--- src/rtl/knn_selector.sv ---
// K-nearest-neighbour selector: keeps the K closest samples in a sorted
// register list, then majority-votes their class types.
module knn_selector #(
  parameter int W      = 16,
  parameter int TYPE_W = 2,
  parameter int K      = 3
) (
  input  logic              clk,
  input  logic              rst,
  input  logic              start,
  input  logic [W-1:0]      distance,
  input  logic [TYPE_W-1:0] data_type,
  input  logic              done,
  input  logic              last,
  output logic              busy,
  output logic [TYPE_W-1:0] result_type,
  output logic [W-1:0]      min_distance,
  output logic [3:0]        neighbour_count,
  output logic              result_valid
);

  localparam int NT = 2 ** TYPE_W;

  typedef enum logic [2:0] {
    S_IDLE,
    S_COLLECT,
    S_VOTE,
    S_SELECT,
    S_DONE
  } state_t;

  state_t            r_state;
  logic [W-1:0]      r_dist [K];
  logic [TYPE_W-1:0] r_type [K];
  logic [K-1:0]      r_valid;
  logic [3:0]        r_cnt [NT];
  logic [3:0]        r_vidx;

  logic              r_busy;
  logic [TYPE_W-1:0] r_res;
  logic [W-1:0]      r_min;
  logic [3:0]        r_nc;
  logic              r_rv;

  logic [K-1:0]      w_lt;
  logic [K-1:0]      w_sh;
  logic [K-1:0]      w_pv;
  logic [W-1:0]      w_pd [K];
  logic [TYPE_W-1:0] w_pt [K];
  logic [TYPE_W-1:0] w_win;
  logic [3:0]        w_best;
  logic [3:0]        w_nvalid;

  // Rank i takes the new sample when it is the first slot that is empty
  // or strictly farther; every rank after it takes its predecessor.
  always_comb begin
    w_lt    = '0;
    w_sh    = '0;
    w_pv    = '0;
    w_pd[0] = '0;
    w_pt[0] = '0;
    for (int i = 0; i < K; i++) begin
      w_lt[i] = !r_valid[i] || (distance < r_dist[i]);
    end
    for (int i = 1; i < K; i++) begin
      w_sh[i] = w_lt[i-1];
      w_pv[i] = r_valid[i-1];
      w_pd[i] = r_dist[i-1];
      w_pt[i] = r_type[i-1];
    end
  end

  // Scanning ranks nearest-first with a strict compare breaks ties
  // in favour of the type owning the nearest entry.
  always_comb begin
    w_win    = '0;
    w_best   = '0;
    w_nvalid = '0;
    for (int i = 0; i < K; i++) begin
      if (r_valid[i] && (r_cnt[r_type[i]] > w_best)) begin
        w_best = r_cnt[r_type[i]];
        w_win  = r_type[i];
      end
      w_nvalid = w_nvalid + 4'(r_valid[i]);
    end
  end

  always_ff @(posedge clk) begin
    if (rst) begin
      r_state <= S_IDLE;
      r_valid <= '0;
      r_vidx  <= '0;
      r_busy  <= 1'b0;
      r_res   <= '0;
      r_min   <= {1'b0, {(W-1){1'b1}}};
      r_nc    <= '0;
      r_rv    <= 1'b0;
      for (int i = 0; i < K; i++) begin
        r_dist[i] <= '0;
        r_type[i] <= '0;
      end
      for (int t = 0; t < NT; t++) begin
        r_cnt[t] <= '0;
      end
    end else begin
      r_rv <= 1'b0;
      unique case (r_state)
        S_IDLE: begin
          if (start) begin
            r_valid <= '0;
            for (int t = 0; t < NT; t++) begin
              r_cnt[t] <= '0;
            end
            r_state <= S_COLLECT;
            r_busy  <= 1'b1;
          end
        end
        S_COLLECT: begin
          if (start) begin
            r_valid <= '0;
          end else if (done) begin
            for (int i = 0; i < K; i++) begin
              if (w_lt[i] && !w_sh[i]) begin
                r_dist[i]  <= distance;
                r_type[i]  <= data_type;
                r_valid[i] <= 1'b1;
              end else if (w_sh[i]) begin
                r_dist[i]  <= w_pd[i];
                r_type[i]  <= w_pt[i];
                r_valid[i] <= w_pv[i];
              end
            end
            if (last) begin
              r_vidx  <= '0;
              r_state <= S_VOTE;
            end
          end
        end
        S_VOTE: begin
          for (int i = 0; i < K; i++) begin
            if ((4'(i) == r_vidx) && r_valid[i]) begin
              r_cnt[r_type[i]] <= r_cnt[r_type[i]] + 4'd1;
            end
          end
          if (r_vidx == 4'(K - 1)) begin
            r_state <= S_SELECT;
          end else begin
            r_vidx <= r_vidx + 4'd1;
          end
        end
        S_SELECT: begin
          r_res   <= w_win;
          r_min   <= r_dist[0];
          r_nc    <= w_nvalid;
          r_rv    <= 1'b1;
          r_busy  <= 1'b0;
          r_state <= S_DONE;
        end
        S_DONE: begin
          r_state <= S_IDLE;
        end
        default: begin
          r_state <= S_IDLE;
          r_busy  <= 1'b0;
        end
      endcase
    end
  end

  assign busy            = r_busy;
  assign result_type     = r_res;
  assign min_distance    = r_min;
  assign neighbour_count = r_nc;
  assign result_valid    = r_rv;

endmodule
--- config.mk ---
export PLATFORM = sky130hd
export DESIGN_NAME = knn_selector
export DESIGN_NICKNAME = d
export VERILOG_FILES = /design/src/rtl/knn_selector.sv
export SDC_FILE = /design/constraint.sdc
export NUM_CORES = 1
export LEC_CHECK = 0
export BUFFER_PORTS_ARGS = -buffer_cell sky130_fd_sc_hd__buf_2
export CORE_ASPECT_RATIO = 0.75
export CORE_MARGIN = 5
export CORE_UTILIZATION = 40
export DETAILED_ROUTE_END_ITERATION = 12
export SKIP_CTS_REPAIR_TIMING = 1
export SLEW_MARGIN = 30
export SYNTH_ARGS = -nofsm -noshare
export SYNTH_HDL_FRONTEND = slang
export SYNTH_SLANG_ARGS = --single-unit
--- constraint.sdc ---
create_clock -name clk -period 4.6 [get_ports clk]
set_input_delay 0 -clock clk [delete_from_list [all_inputs] [get_ports clk]]
set_output_delay 0 -clock clk [all_outputs]
set_load 0.005 [all_outputs]
==> impl_metrics.toml <==
[placement]
io_buffer_count = 44
dpl.hpwl_um = 12000
gp_congestion = 0.825

[detailed_routing]
drcViolationCount = 0
drtPass1Iterations = 5
drt_wl_total_um = 15900
vias = 4887
post_drt_wl_per_cell_um = 17.8
vias_per_cell = 5.47
drt_iter0_markers = 422
ant_nets = 0

[timing]
final_hold_viol_count = 2
setup_viol = 0
whs_ps = -34.7
period_needed_ps = 4020
relSlewSlack = 0.390
fin_setup_tns_ps = 0
fin_skew_ps = 9.33
slew_viol_final = 0
period_share = 0.875
worst_pin_slew_ps = 915
fmax_ghz = 0.249
grt_setup_unrepaired = "no"

[critical_path]
critPathMaxStageDelay_ps = 620
worst_path_max_delay_cell = "mux4_2"
path_cells = "mux4_2 > and2_1 > ha_1 > nand4_1 > nand2_1 > a21oi_1 > nor2_1 > a21oi_1 > ha_1 > nor2b_1 > o21a_1 > o21a_1 > o211ai_1 > o21ai_0 > a31o_1 > a21oi_1"
setup.worst_path.start_class = "flop"
critPathTopFamily = "compound AO/OA/AOI/OAI gates"
crit_path_max_fanout = 8
crit_type = "reg2reg"
endpoint_kind = "flop"
cp.arrival_ps = 4310
r2r_slack_ps = 580
critPathBufInv = 0
cp_common_cell = "a21oi_1"
critPathRequiredTime_ps = 4890

[power_and_ir_drop]
ir_worst_vdd_uv = 180
p_per_area_nw_per_um2 = 300
p_leak_nw = 2.82

[cts]
cts_sinks = 102
cts_buffers = 9
htreeDepth = 3
path_clk_slew_ps = 70
cts_tree = "yes"
insertion_delay_ps = 360
root_buffer = "clkbuf_16"
cts_buffer_depth = 2

[grt]
grt_pass1_vias = 4731
antenna_found_initial = 0
grt_max_degree = 40
grt_overflow = 0
track_usage = 0.178
grt_pass1_wl_um = 25700

[layout]
final_cell_mix = "85 x nand2_1, 70 x edfxtp_1, 66 x a21oi_1"
area_growth_pct = 11.5
drive_above_1_share = 0.148
final_common_cell = "nand2_1"
diodes = 0
final_nets = 765
utilization = 0.456

[synth]
synthArstFlopShare = 0
synth_seq_cells = 102
synth_warnings = 0
ys_types = 61
synth.cell_area_um2 = 6270
avgSynthCellArea_um2 = 9.63
ys_seq_area_frac = 0.437
synth_edf_count = 70
synthFlopType = "edfxtp_1"
netlist_instances = 651

[floorplanning]
die_w_um = 155
core_area_um2 = 15300
ios = 47
rows = 39
chipHeight_um = 118
start_util = 0.409
die_area_um2 = 18300

[run]
maxCapViolations = 0

[outcome]
outcome = "complete, but fails checks"
violations = "hold timing"

[hold_path]
hold_path_class = "in2reg"
-- cell families (layout without fill, tap and decap cells) --
group / after synthesis / in the layout / share of synthesized area
simple gates: 243 / 243 / 0.193
compound gates: 140 / 140 / 0.140
flops: 102 / 102 / 0.437
buf+inv: 90 / 126 / 0.0581
fa+ha+maj: 59 / 59 / 0.119
mux: 14 / 14 / 0.0465
xor+xnor: 2 / 2 / 0.00519
other cells: 1 / 2 / 0.000598
-- final timing paths --
kind / startpoint / to / cells past startpoint
worst min-delay path: start / r_valid[0] / 2
worst max register to register: r_type[0][0] / result_type[0] / 16
worst min register to register: neighbour_count[0] / neighbour_count[0] / 2
worst max-delay path: r_type[0][0] / result_type[0] / 16
-- power by group --
part	leakage (nW)	internal [mW]	switching (mW)
Clock	0.158	0.461	0.349
Sequential	0.994	1.01	0.0285
Combinational	1.67	0.0959	0.146
Total	2.82	1.57	0.523
-- synthesized netlist by cell type, drive strengths merged (2+ instances only) --
cell type / number / area share
clkbuf: 24 / 0.014
inv: 57 / 0.034
o21a: 3 / 0.0036
nor4: 2 / 0.0044
nor3: 8 / 0.0064
edfxtp: 70 / 0.34
o211ai: 16 / 0.019
a31oi: 4 / 0.0050
and2: 21 / 0.021
a211oi: 3 / 0.0036
nor3b: 2 / 0.0024
a22oi: 6 / 0.0072
o21ai: 25 / 0.024
nand3b: 4 / 0.0048
mux4: 12 / 0.043
nand4: 10 / 0.010
nand2b: 4 / 0.0052
nand2: 85 / 0.051
a21o: 4 / 0.0048
or3: 2 / 0.0020
nor2: 40 / 0.024
buf: 9 / 0.0096
nand3: 55 / 0.047
nor2b: 3 / 0.0030
ha: 58 / 0.12
a221oi: 3 / 0.0052
dfxtp: 32 / 0.10
a31o: 3 / 0.0042
or2: 3 / 0.0030
a21oi: 66 / 0.053
-- stage by stage --
step | hold slack, ps | instances | power (mW) | cell area (um^2) | setup slack, ps
3_3_place_gp | 323 | 875 | 1.29 | 6660 | 629
2_1_floorplan | 147 | 652 | 1.22 | 6270 | 884
4_1_cts | -44.9 | 891 | 2.11 | 6970 | 562
6_report | -34.7 | 893 | 2.09 | 6990 | 576
5_1_grt | 0.429 | 893 | 2.18 | 6990 | 217
3_5_place_dp | 331 | 875 | 1.30 | 6660 | 566
-- sequential cells by signal, summed over array words and instances (netlist names) --
register and flops:
min_distance 16, r_vidx 4, busy 1, r_cnt 16
r_state 3, neighbour_count 2, result_type 2, result_valid 1
r_type 6, r_valid 3, r_dist 48
-- area by class of cell --
type,instances,area [um^2]
Clock buffer,11,258
Clock inverter,5,55.1
Fill cell,1489,8330
Inverter,57,214
Multi-Input combinational cell,460,3170
Sequential cell,102,2740
Tap cell,205,256
Timing Repair Buffer,53,293
-- layer usage --
metal	up-vias	GRT usage	routed length, um
met5	-	0	0
met4	0	0.0496	231
met3	18	0.0343	869
met2	130	0.255	6700
met1	2336	0.272	8130
li1	2403	-	-
Power figures use the tool's default switching activity.
